$ cat config.mk
export PLATFORM = sky130hd
export DESIGN_NAME = uart_rx
export DESIGN_NICKNAME = d
export VERILOG_FILES = /design/src/rtl/sync2.sv /design/src/rtl/uart_rx.sv
export SDC_FILE = /design/constraint.sdc
export NUM_CORES = 1
export LEC_CHECK = 0
export BUFFER_PORTS_ARGS = -buffer_cell sky130_fd_sc_hd__buf_2
export CORE_MARGIN = 1
export CORE_UTILIZATION = 30
export DETAILED_ROUTE_END_ITERATION = 16
export PLACE_DENSITY_LB_ADDON = 0.1
export SLEW_MARGIN = 25
export SYNTH_ARGS = -nofsm -noshare
export SYNTH_HDL_FRONTEND = slang
export SYNTH_SLANG_ARGS = --single-unit
$ cat constraint.sdc
create_clock -name clk -period 1.75 [get_ports clk]
set_input_delay 0.2625 -clock clk [delete_from_list [all_inputs] [get_ports clk]]
set_output_delay 0.2625 -clock clk [all_outputs]
set_load 0.02 [all_outputs]
$ cat src/rtl/sync2.sv
// sync2 -- two-flop synchroniser for an asynchronous input pin.
//   clk   : destination clock, rising edge
//   rst   : asynchronous active-high reset; both flops load RST_VAL
//   d     : asynchronous input
//   q     : synchronised output, two clocks behind d
module sync2 #(
  parameter int             W       = 1,
  parameter logic [W-1:0]   RST_VAL = '1
) (
  input  logic         clk,
  input  logic         rst,
  input  logic [W-1:0] d,
  output logic [W-1:0] q
);

  logic [W-1:0] meta;

  always_ff @(posedge clk or posedge rst) begin
    if (rst) begin
      meta <= RST_VAL;
      q    <= RST_VAL;
    end else begin
      meta <= d;
      q    <= meta;
    end
  end

endmodule

$ cat src/rtl/uart_rx.sv
// uart_rx -- 8N1 UART receiver with a one-entry holding register.
//   clk          : system clock, rising edge
//   rst          : asynchronous active-high reset
//   uart_rx_line : asynchronous serial input, idle high, LSB first
//   rx_data      : received byte, stable while rx_valid=1
//   rx_valid     : holding register full
//   rx_ready     : consumer accepts (transfer when rx_valid & rx_ready)
//   frame_err    : one-cycle pulse when the stop bit is sampled low
//   overrun      : sticky; a byte completed while the holding register was full
module uart_rx #(
  parameter int CLK_FREQ = 12000000,
  parameter int BAUD     = 9600
) (
  input  logic       clk,
  input  logic       rst,
  input  logic       uart_rx_line,
  output logic [7:0] rx_data,
  output logic       rx_valid,
  input  logic       rx_ready,
  output logic       frame_err,
  output logic       overrun
);

  localparam int CLKS_PER_BIT = CLK_FREQ / BAUD;
  localparam int CW           = $clog2(CLKS_PER_BIT);
  localparam logic [CW-1:0] HALF = CW'(CLKS_PER_BIT / 2 - 1);
  localparam logic [CW-1:0] LAST = CW'(CLKS_PER_BIT - 1);

  typedef enum logic [1:0] {IDLE, START, DATA, STOP} state_t;

  state_t        state, state_n;
  logic [CW-1:0] cnt, cnt_n;
  logic [2:0]    idx, idx_n;
  logic [7:0]    sh, sh_n;
  logic          rxs;
  logic          done_ok, done_bad;

  sync2 #(.W(1), .RST_VAL(1'b1)) u_sync (
    .clk (clk),
    .rst (rst),
    .d   (uart_rx_line),
    .q   (rxs)
  );

  always_ff @(posedge clk or posedge rst) begin
    if (rst) begin
      state <= IDLE;
      cnt   <= '0;
      idx   <= '0;
      sh    <= '0;
    end else begin
      state <= state_n;
      cnt   <= cnt_n;
      idx   <= idx_n;
      sh    <= sh_n;
    end
  end

  always_comb begin
    state_n  = state;
    cnt_n    = cnt + 1'b1;
    idx_n    = idx;
    sh_n     = sh;
    done_ok  = 1'b0;
    done_bad = 1'b0;
    case (state)
      IDLE: begin
        cnt_n = '0;
        if (!rxs) state_n = START;
      end
      START: begin
        // Mid start bit: a high line here was a glitch, not a frame.
        if (cnt == HALF) begin
          cnt_n = '0;
          idx_n = '0;
          state_n = rxs ? IDLE : DATA;
        end
      end
      DATA: begin
        if (cnt == LAST) begin
          cnt_n = '0;
          sh_n  = {rxs, sh[7:1]};
          idx_n = idx + 1'b1;
          if (idx == 3'd7) state_n = STOP;
        end
      end
      STOP: begin
        // Leave at mid stop bit so a back-to-back start edge is not missed.
        if (cnt == LAST) begin
          cnt_n    = '0;
          state_n  = IDLE;
          done_ok  = rxs;
          done_bad = !rxs;
        end
      end
      default: state_n = IDLE;
    endcase
  end

  always_ff @(posedge clk or posedge rst) begin
    if (rst) begin
      rx_data   <= '0;
      rx_valid  <= 1'b0;
      frame_err <= 1'b0;
      overrun   <= 1'b0;
    end else begin
      frame_err <= done_bad;
      // A same-cycle accept frees the register in time for the new byte.
      if (done_ok && (!rx_valid || rx_ready)) begin
        rx_data  <= sh;
        rx_valid <= 1'b1;
      end else begin
        if (rx_valid && rx_ready) rx_valid <= 1'b0;
        if (done_ok) overrun <= 1'b1;
      end
    end
  end

endmodule

==> impl_metrics.csv, run 1 <==
group,metric,value,unit
run_status,status,"finished, violations left",
run_status,violations,"negative setup slack",
clock_network,clk-insertion-delay-late,0.28,ns
routing,ant_nets,0,
placed_design,dpl.hpwl,1.96,mm
global_routing,antenna_found_initial,0,
global_routing,grt_overflow,0,
power_and_ir_drop,powerDensity,763,nW/um^2
setup_path,critPathSlowestCell,"dfrtp_1",
clock_network,cts_buffers,5,
layout,fin_cells,234,
timing,tightest_slew,0.462,ns
setup_path,ff2ff_setup_slack,-0.01,ns
die,core,5170,sq um
power_and_ir_drop,p_leak,1.05,nW
setup_path,crit_required,1.92,ns
timing,finalCritPeriodShare,101,%
layout,utilization,40.4,%
routing,drt_wl_total,2.84,mm
placed_design,portBuffers,14,
layout,diodes,0,
logic_synthesis,ys_types,33,
clock_network,clock-sinks,37,
global_routing,grt_max_degree,38,
setup_path,critPathMaxFanout,8,
clock_network,cts_max_level,2,
routing,num_vias,1071,
layout,fill_cells,500,
timing,fmax,0.567,GHz
setup_path,crit_family,"simple AND/OR/NAND/NOR gates",
logic_synthesis,syn_area_per_cell,12.9,sq um
logic_synthesis,ys_seq_elements,37,
min_path,hp-class,"in -> async",
job,max_cap_violations,0,
die,row_count,26,
clock_network,path_clk_slew,0.07,ns
global_routing,grt_pass1_wl,4.72,mm
setup_path,worstSetupEndpointType,"flop",
placed_design,place_area,1890,sq um
layout,nets,172,
global_routing,gr-usage-all-layers,11.3,%
setup_path,critical_path_arrival,1.93,ns
power_and_ir_drop,vdd_drop_max,0.418,mV
setup_path,rr_worst_depth,7,
timing,relSlewSlack,69.2,%
die,die_y,75.8,microns
global_routing,grt_pass1_vias,993,
timing,clock-skew-final,0.00524,ns
setup_path,setup.worst_path.start,"cnt[1]$_DFF_PP0_",
setup_path,cp.buffers_inverters,2,
setup_path,crit_chain,"inv_2, ha_4, and4b_2, nand4_4, nor3_4, buf_12, mux2_2",
placed_design,place_congestion,0.700,
logic_synthesis,yosysWarnings,0,
timing,setup_viol,5,
layout,finalInstanceArea,2090,sq um
placed_design,preCtsSetupSlack,-0.0567,ns
logic_synthesis,synthCells,127,
routing,routed_via_density,4.58,
routing,remaining_drc_errors,0,
timing,hold_viol,0,
routing,drt-pass1-iter-count,4,
layout,drive_above_1_share,42.7,%
timing,rsz0062_at_grt,"yes",
clock_network,cts_tree,"done",
timing,finalSetupTns,-0.0381,ns
logic_synthesis,yosysSeqAreaShare,56.9,%
timing,timing.final.ws_setup,-0.0126,ns
setup_path,r2r_end,"rx_data[7]$_DFFE_PP0P_",
routing,drtIter0Drc,38,
placed_design,placed_cells,221,
clock_network,cts-root-buf,"clkbuf_8",
clock_network,cts_hold_buf,0,
die,io_pins,15,
setup_path,startpoint_type,"flop",
timing,period_needed,1.76,ns
die,dieWidth,75.8,microns
setup_path,cp.depth,7,
logic_synthesis,synth_area,1630,sq um
setup_path,r2r_start,"cnt[1]$_DFF_PP0_",
logic_synthesis,syn_nets,136,
clock_network,clk_path_buf_depth,2,
setup_path,cpPeakStageDelay,0.39,ns
layout,area_delta_synth_final,27.9,%
timing,drv_slew,0,
setup_path,worstSetupPathType,"reg -> reg",
die,initial_utilization,31.6,%
routing,wl_per_cell,12.1,microns
die,die_area,5740,sq um
## worst max-delay path by stage
stage / end / slack [ns]
detailed placement: rx_data[2]$_DFFE_PP0P_ / -0.06
global placement: rx_data[2]$_DFFE_PP0P_ / 0.005
floorplan: rx_data[0]$_DFFE_PP0P_ / -0.07
finish: rx_data[7]$_DFFE_PP0P_ / -0.01
global route: rx_data[1]$_DFFE_PP0P_ / -0.08
CTS: rx_data[7]$_DFFE_PP0P_ / -0.03
## what timing repair did
item	CTS	global route
gates resized for setup	4	13
buffers inserted	1	3
setup endpoints to repair	16	31
cloned	0	1
## layout make-up
type | count | area (sq um) | share of cell area (%)
Timing Repair Buffer | 32 | 221 | 10.6
Multi-Input combinational cell | 81 | 718 | 34.4
Inverter | 6 | 25.0 | 1.20
Sequential cell | 37 | 928 | 44.5
Clock buffer | 6 | 72.6 | 3.48
Clock inverter | 2 | 35.0 | 1.68
Tap cell | 70 | 87.6 | 4.19
## worst reg2reg max path, stage by stage (launching register included)
cell	delay, ns
dfrtp_1	0.39
inv_2	0.08
ha_4	0.11
and4b_2	0.26
nand4_4	0.15
nor3_4	0.18
buf_12	0.15
mux2_2	0.33
## cell usage in the layout (no fill, tap or decap), drive strengths merged, types with 5 or more instances in the layout
| cell | synthesis | final |
|---|---|---|
| buf | 1 | 32 |
| dfrtp | 35 | 35 |
| clkbuf | 2 | 6 |
| mux2 | 16 | 16 |
| inv | 6 | 6 |
| nor2 | 12 | 12 |
| xor2 | 7 | 7 |
| ha | 5 | 5 |
## cells by family (layout without fill, tap and decap cells)
logic type | after synthesis | count (layout) | synth area share (%)
buf+inv | 9 | 46 | 2.15
mux | 19 | 19 | 12.9
compound gates | 12 | 12 | 5.06
xor+xnor | 9 | 9 | 4.83
fa+ha+maj | 5 | 5 | 3.83
simple gates | 36 | 36 | 14.4
flops | 37 | 37 | 56.9
## registers in the layout, summed over array words and instances (netlist names), named ones only
name and flops:
u_sync.q 1, cnt 11, rx_valid 1, overrun 1, sh 8, idx 3, state 1, u_sync.meta 1
frame_err 1, rx_data 8
## per-stage QoR
step           total power, mW  hold WS, ns
2_1_floorplan            0.891        0.267
3_3_place_gp             0.902        0.351
3_5_place_dp             0.902        0.347
4_1_cts                   1.63       0.0581
5_1_grt                   1.66       0.0539
6_report                  1.59       0.0715
## power by group
part | leakage, nW | internal [mW] | total (mW) | switching [mW]
clock network | 0.0552 | 0.423 | 0.709 | 0.286
registers | 0.495 | 0.859 | 0.861 | 0.00229
logic | 0.496 | 0.00426 | 0.0222 | 0.0179
total | 1.05 | 1.29 | 1.59 | 0.306
## synthesized netlist by cell type
master | number | area (sq um)
xnor2_1 | 2 | 17.5
nor2_1 | 11 | 41.3
inv_1 | 6 | 22.5
nor2_4 | 1 | 11.3
a21oi_1 | 1 | 5.00
and3_1 | 2 | 12.5
o31ai_1 | 1 | 7.51
and4b_1 | 1 | 10.0
nand3_1 | 4 | 20.0
mux2_2 | 16 | 180
nor4bb_1 | 1 | 10.0
a31oi_1 | 2 | 12.5
buf_2 | 1 | 5.00
xor2_1 | 7 | 61.3
nor2b_1 | 2 | 12.5
o211ai_1 | 2 | 15.0
and3b_1 | 1 | 8.76
dfstp_2 | 2 | 52.6
nor3_4 | 2 | 32.5
nor3_1 | 2 | 10.0
or2_2 | 1 | 6.26
o21ai_0 | 3 | 15.0
and4_1 | 2 | 17.5
a21o_1 | 1 | 7.51
o221a_2 | 1 | 11.3
o22a_1 | 1 | 8.76
dfrtp_1 | 35 | 876
clkbuf_1 | 2 | 7.51
ha_1 | 5 | 62.6
nand4_1 | 1 | 6.26
nand4_4 | 1 | 21.3
mux2i_1 | 3 | 30.0
nand2_1 | 4 | 15.0
## routing by layer
layer	share of wire, %	up-vias	GRT usage [%]	wire length [microns]
li1	-	522	-	-
met1	51	534	14.9	1440
met2	45	13	16.4	1290
met3	3.2	2	3.97	90
met4	0.77	0	5.56	22
met5	0	-	0	0
No activity file was read; power rests on OpenSTA's default activity.
==> run 2: changes to the inputs <==
- MAX_ROUTING_LAYER: default -> met4
- clock period: 1.75 -> 2.29 ns (I/O delays scaled with it)
==> run 2 against run 1 <==
Against the previous run:
- the flow now finishes without violations
- fmax decreased by 13%
- register-to-register slack improved by 0.28 ns
- critical path depth fell by 1
- first-iteration DRC count grew 74%
- via count down 8.8%
- wire length decreased by 6.3%
- clock-buffer cell count is the same
- sequential share of layout area increased by 4.1 points
- clock skew decreased by 0.00076 ns
- combinational power shrank 23%
==> impl_metrics.csv, run 2 (synthesis results as in run 1) <==
group,metric,value,unit
setup_path,crit_chain,"inv_1, ha_1, and4b_1, nand4_4, nor3_4, mux2_2",
die,dieWidth,75.8,microns
layout,finalInstanceArea,1910,sq um
routing,drt_wl_total,2.66,mm
timing,period_needed,2.03,ns
power_and_ir_drop,total_power,1.26,mW
routing,routed_via_density,4.48,
global_routing,antenna_found_initial,0,
layout,final_common_cell,"dfrtp_1",
die,row_count,26,
routing,drt-pass1-iter-count,4,
die,core,5170,sq um
global_routing,gr-usage-all-layers,11.4,%
clock_network,cts_hold_buf,0,
min_path,hp-class,"in -> async",
routing,num_vias,977,
power_and_ir_drop,powerDensity,659,nW/um^2
setup_path,worstSetupEndpointType,"flop",
placed_design,portBuffers,14,
layout,drive_above_1_share,32.4,%
clock_network,clk-insertion-delay-late,0.28,ns
die,die_y,75.8,microns
placed_design,place_area,1790,sq um
setup_path,critical_path_arrival,2.20,ns
timing,drv_slew,0,
global_routing,grt_pass1_vias,961,
layout,max_flop_register,"cnt",
timing,fmax,0.493,GHz
placed_design,preCtsSetupSlack,0.242,ns
die,io_pins,15,
placed_design,place_congestion,0.743,
clock_network,cts_buffers,5,
layout,diodes,0,
routing,remaining_drc_errors,0,
clock_network,cts_setup_buffers,0,
global_routing,grt_overflow,0,
timing,setup_viol,0,
power_and_ir_drop,vdd_drop_max,0.257,mV
setup_path,critPathSlowestCell,"nor3_4",
die,die_area,5740,sq um
die,initial_utilization,31.6,%
setup_path,ff2ff_setup_slack,0.26,ns
setup_path,worstSetupPathType,"reg -> reg",
clock_network,cts_max_level,2,
timing,hold_viol,0,
placed_design,dpl.hpwl,1.83,mm
layout,nets,156,
run_status,status,"finished clean",
clock_network,clk_path_buf_depth,2,
global_routing,grt_pass1_wl,4.51,mm
global_routing,grt_max_degree,38,
timing,rsz0062_at_grt,"no",
clock_network,cts_resized,0,
layout,area_delta_synth_final,17.2,%
routing,wl_per_cell,12.2,microns
clock_network,cts_tree,"done",
timing,finalCritPeriodShare,88.5,%
timing,clock-skew-final,0.00447,ns
clock_network,path_clk_slew,0.07,ns
layout,reg.largest.list,"cnt: 11 flops, rx_data: 8 flops, sh: 8 flops",
layout,utilization,37.0,%
layout,final_cell_mix,"35 x dfrtp_1, 16 x mux2_2, 14 x buf_2",
timing,timing.final.ws_setup,0.263,ns
layout,largest_reg_flops,11,
setup_path,critPathMaxFanout,9,
setup_path,startpoint_type,"flop",
power_and_ir_drop,p_leak,0.960,nW
clock_network,cts-root-buf,"clkbuf_8",
timing,relSlewSlack,69.2,%
setup_path,cpPeakStageDelay,0.42,ns
timing,tightest_slew,0.463,ns
routing,drtIter0Drc,66,
timing,finalSetupTns,0,ns
job,max_cap_violations,0,
clock_network,clock-sinks,37,
setup_path,crit_required,2.46,ns
routing,ant_nets,0,
run 2: changes by cell type in the layout (fill, tap and decap cells not counted), moves of 2 or more:
cell,before,now
inv_1,4,6
ha_1,3,5
mux2_4,3,0
buf_4,16,2
ha_4,2,0
mux2_2,13,16
run 2: routing by layer:
layer	GRT usage, %	up-vias	share of wire (%)
met1	14.3	479	48
li1	-	486	-
met4	5.56	0	1.5
met5	-	-	0
met3	3.97	4	2.6
met2	16.4	8	48
run 2: area by class of cell:
class | count | area [sq um]
timing repair buffer | 16 | 85.1
clock buffer | 6 | 82.6
inverter | 6 | 22.5
tap | 70 | 87.6
multi-input combinational | 81 | 669
sequential | 37 | 928
clock inverter | 2 | 37.5
fill | 507 | 3260
run 2: path summary, 6_finish.rpt:
| kind | start | to | depth (start not counted) |
|---|---|---|---|
| max in group asynchronous | rst | u_sync.q$_DFF_PP1_ | 3 |
| worst max-delay path | cnt[1]$_DFF_PP0_ | rx_data[3]$_DFFE_PP0P_ | 6 |
| min in group clk | uart_rx_line | u_sync.meta$_DFF_PP1_ | 1 |
| worst min register to register | u_sync.meta$_DFF_PP1_ | u_sync.q$_DFF_PP1_ | 0 |
| worst min-delay path | rst | rx_data[4]$_DFFE_PP0P_ | 3 |
| worst max register to register | cnt[1]$_DFF_PP0_ | rx_data[3]$_DFFE_PP0P_ | 6 |
run 2: per-stage QoR:
stage | hold slack, ns | cells
global placement | 0.348 | 210
detailed placement | 0.354 | 210
global route | 0.130 | 218
CTS | 0.139 | 218
finish | 0.151 | 218
floorplan | 0.345 | 127
run 2: worst max-delay path, delay by kind of cell (launching register included):
kind                     cells  cell delay, ns
multiplexers                 1            0.39
buffers and inverters        1            0.09
AND/OR/NAND/NOR              3            0.90
flip-flops                   1            0.41
adder cells (fa/ha/maj)      1            0.13
run 2: where the power goes:
group / internal, mW / switching (mW)
Combinational: 0.00326 / 0.0137
Sequential: 0.656 / 0.00151
Clock: 0.354 / 0.232
Total: 1.01 / 0.248
==> run 3: changes to the inputs <==
- PLACE_DENSITY_LB_ADDON: 0.1 -> default
==> run 3 against run 2 <==
Against the previous run:
- first-iteration DRC count shrank 50%
- largest power group unchanged
- clock skew is 0.0088 ns higher
- sequential power about the same
- clock-buffer cell count unchanged
- final area is 1.6% lower
- flip-flop and latch count unchanged
- die area is the same
- total power down 10%
==> impl_metrics.csv, run 3 (synthesis results as in run 1) <==
group,metric,value,unit
run_status,status,"finished clean",
global_routing,grtUsageMet1,13.5,%
power_and_ir_drop,netSwitchingPower,238,uW
global_routing,grt_pass1_wl,4.50,mm
timing,fin_hold_ws,0.141,ns
power_and_ir_drop,switching_share,21.0,%
layout,largest_reg_flops,11,
setup_path,critical_path_arrival,2.15,ns
die,die_area,5740,sq um
clock_network,path_clk_slew,0.08,ns
placed_design,preCtsSetupSlack,0.295,ns
placed_design,portBuffers,14,
routing,wl_per_cell,12.2,microns
timing,timing.final.ws_setup,0.310,ns
power_and_ir_drop,clkPwrFrac,40.6,%
power_and_ir_drop,p_seq_share,58.0,%
routing,ant_nets,0,
power_and_ir_drop,intPower,897,uW
setup_path,startpoint_type,"flop",
global_routing,met3_usage,3.57,%
timing,relSlewSlack,69.9,%
power_and_ir_drop,vdd_drop_max,0.191,mV
power_and_ir_drop,p_leak,0.946,nW
die,dieWidth,75.8,microns
clock_network,cts-root-buf,"clkbuf_8",
die,core,5170,sq um
layout,area_delta_synth_final,15.3,%
power_and_ir_drop,power_frac_comb,1.5,%
clock_network,clk_path_buf_depth,2,
die,initial_utilization,31.6,%
layout,finalInstanceArea,1880,sq um
timing,fmax,0.505,GHz
layout,drive_above_1_share,32.0,%
layout,fin_cells,217,
layout,final_common_cell,"dfrtp_1",
placed_design,place_congestion,0.816,
setup_path,critPathSlowestCell,"dfrtp_1",
timing,finalCritPeriodShare,86.4,%
routing,remaining_drc_errors,0,
routing,drtIter0Drc,33,
layout,utilization,36.4,%
placed_design,place_area,1790,sq um
clock_network,cts_buffers,5,
global_routing,grt_pass1_vias,994,
setup_path,critPathMaxFanout,9,
die,io_pins,15,
clock_network,cts_tree,"done",
global_routing,gr-usage-all-layers,11.2,%
placed_design,placed_cells,210,
setup_path,crit_chain,"inv_1, ha_1, and4b_1, nand4_4, nor3_4, mux2_2",
layout,fill_cells,502,
layout,reg.largest.list,"cnt: 11 flops, rx_data: 8 flops, sh: 8 flops",
timing,rsz0062_at_grt,"no",
global_routing,grt_max_degree,38,
clock_network,clk-insertion-delay-late,0.29,ns
global_routing,grt_overflow,0,
placed_design,dpl.hpwl,1.89,mm
timing,period_needed,1.98,ns
routing,drt-pass1-iter-count,4,
setup_path,worstSetupPathType,"reg -> reg",
setup_path,worstSetupEndpointType,"flop",
clock_network,clock-sinks,37,
global_routing,grt_use_met2,16.3,%
setup_path,cpPeakStageDelay,0.41,ns
setup_path,crit_family,"simple AND/OR/NAND/NOR gates",
job,max_cap_violations,0,
timing,setup_viol,0,
layout,nets,156,
clock_network,cts_resized,0,
clock_network,cts_hold_buf,0,
timing,drv_slew,0,
setup_path,crit_required,2.46,ns
layout,max_flop_register,"cnt",
timing,finalSetupTns,0,ns
die,row_count,26,
power_and_ir_drop,powerDensity,603,nW/um^2
clock_network,cts_max_level,2,
layout,diodes,0,
timing,hold_viol,0,
die,die_y,75.8,microns
routing,drt_wl_total,2.64,mm
timing,tightest_slew,0.452,ns
power_and_ir_drop,total_power,1.14,mW
clock_network,cts_setup_buffers,0,
setup_path,cp.buffers_inverters,1,
min_path,hp-class,"in -> async",
timing,clock-skew-final,0.0133,ns
global_routing,antenna_found_initial,0,
global_routing,top_usage_layer,"met2",
routing,routed_via_density,4.53,
layout,final_cell_mix,"35 x dfrtp_1, 16 x mux2_2, 14 x buf_2",
routing,num_vias,982,
[run 3: changes by cell type in the layout (fill, tap and decap cells not counted), sizes merged]
cell / delta
bufinv: -1
[run 3: cell type report]
type | count | area, sq um | share of cell area (%)
Inverter | 6 | 22.5 | 1.20
Clock buffer | 6 | 82.6 | 4.39
Timing Repair Buffer | 16 | 85.1 | 4.52
Multi-Input combinational cell | 81 | 669 | 35.5
Tap cell | 70 | 87.6 | 4.65
Sequential cell | 37 | 928 | 49.3
Clock inverter | 1 | 7.51 | 0.399
[run 3: path summary, 6_finish.rpt]
path | slack (ns) | start | cells past startpoint | endpoint
min | 0.14 | rst | 3 | sh[2]$_DFFE_PP0P_
min reg2reg | 0.36 | u_sync.meta$_DFF_PP1_ | 0 | u_sync.q$_DFF_PP1_
max in group asynchronous | 1.80 | rst | 3 | u_sync.q$_DFF_PP1_
max reg2reg | 0.31 | cnt[1]$_DFF_PP0_ | 6 | rx_data[5]$_DFFE_PP0P_
max | 0.31 | cnt[1]$_DFF_PP0_ | 6 | rx_data[5]$_DFFE_PP0P_
min in group clk | 0.15 | uart_rx_line | 1 | u_sync.meta$_DFF_PP1_
[run 3: tightest hold or removal path, cell delays in order]
cell and delay, ns:
buf_2 0.09, inv_1 0.04, buf_4 0.39
[run 3: per-layer routing]
metal	part of all wire, %	vias to the layer above
met3	3.0	8
met5	0	-
li1	-	481
met2	47	15
met4	2.6	0
met1	48	478
[run 3: power groups by stage]
stage	Combinational, mW	Sequential, mW	Clock [mW]
after floorplan	0.0106	0.670	0
after global placement	0.0175	0.671	0
after detailed placement	0.0181	0.671	0
after CTS	0.0183	0.658	0.483
after global routing	0.0208	0.658	0.511
final	0.0168	0.658	0.461
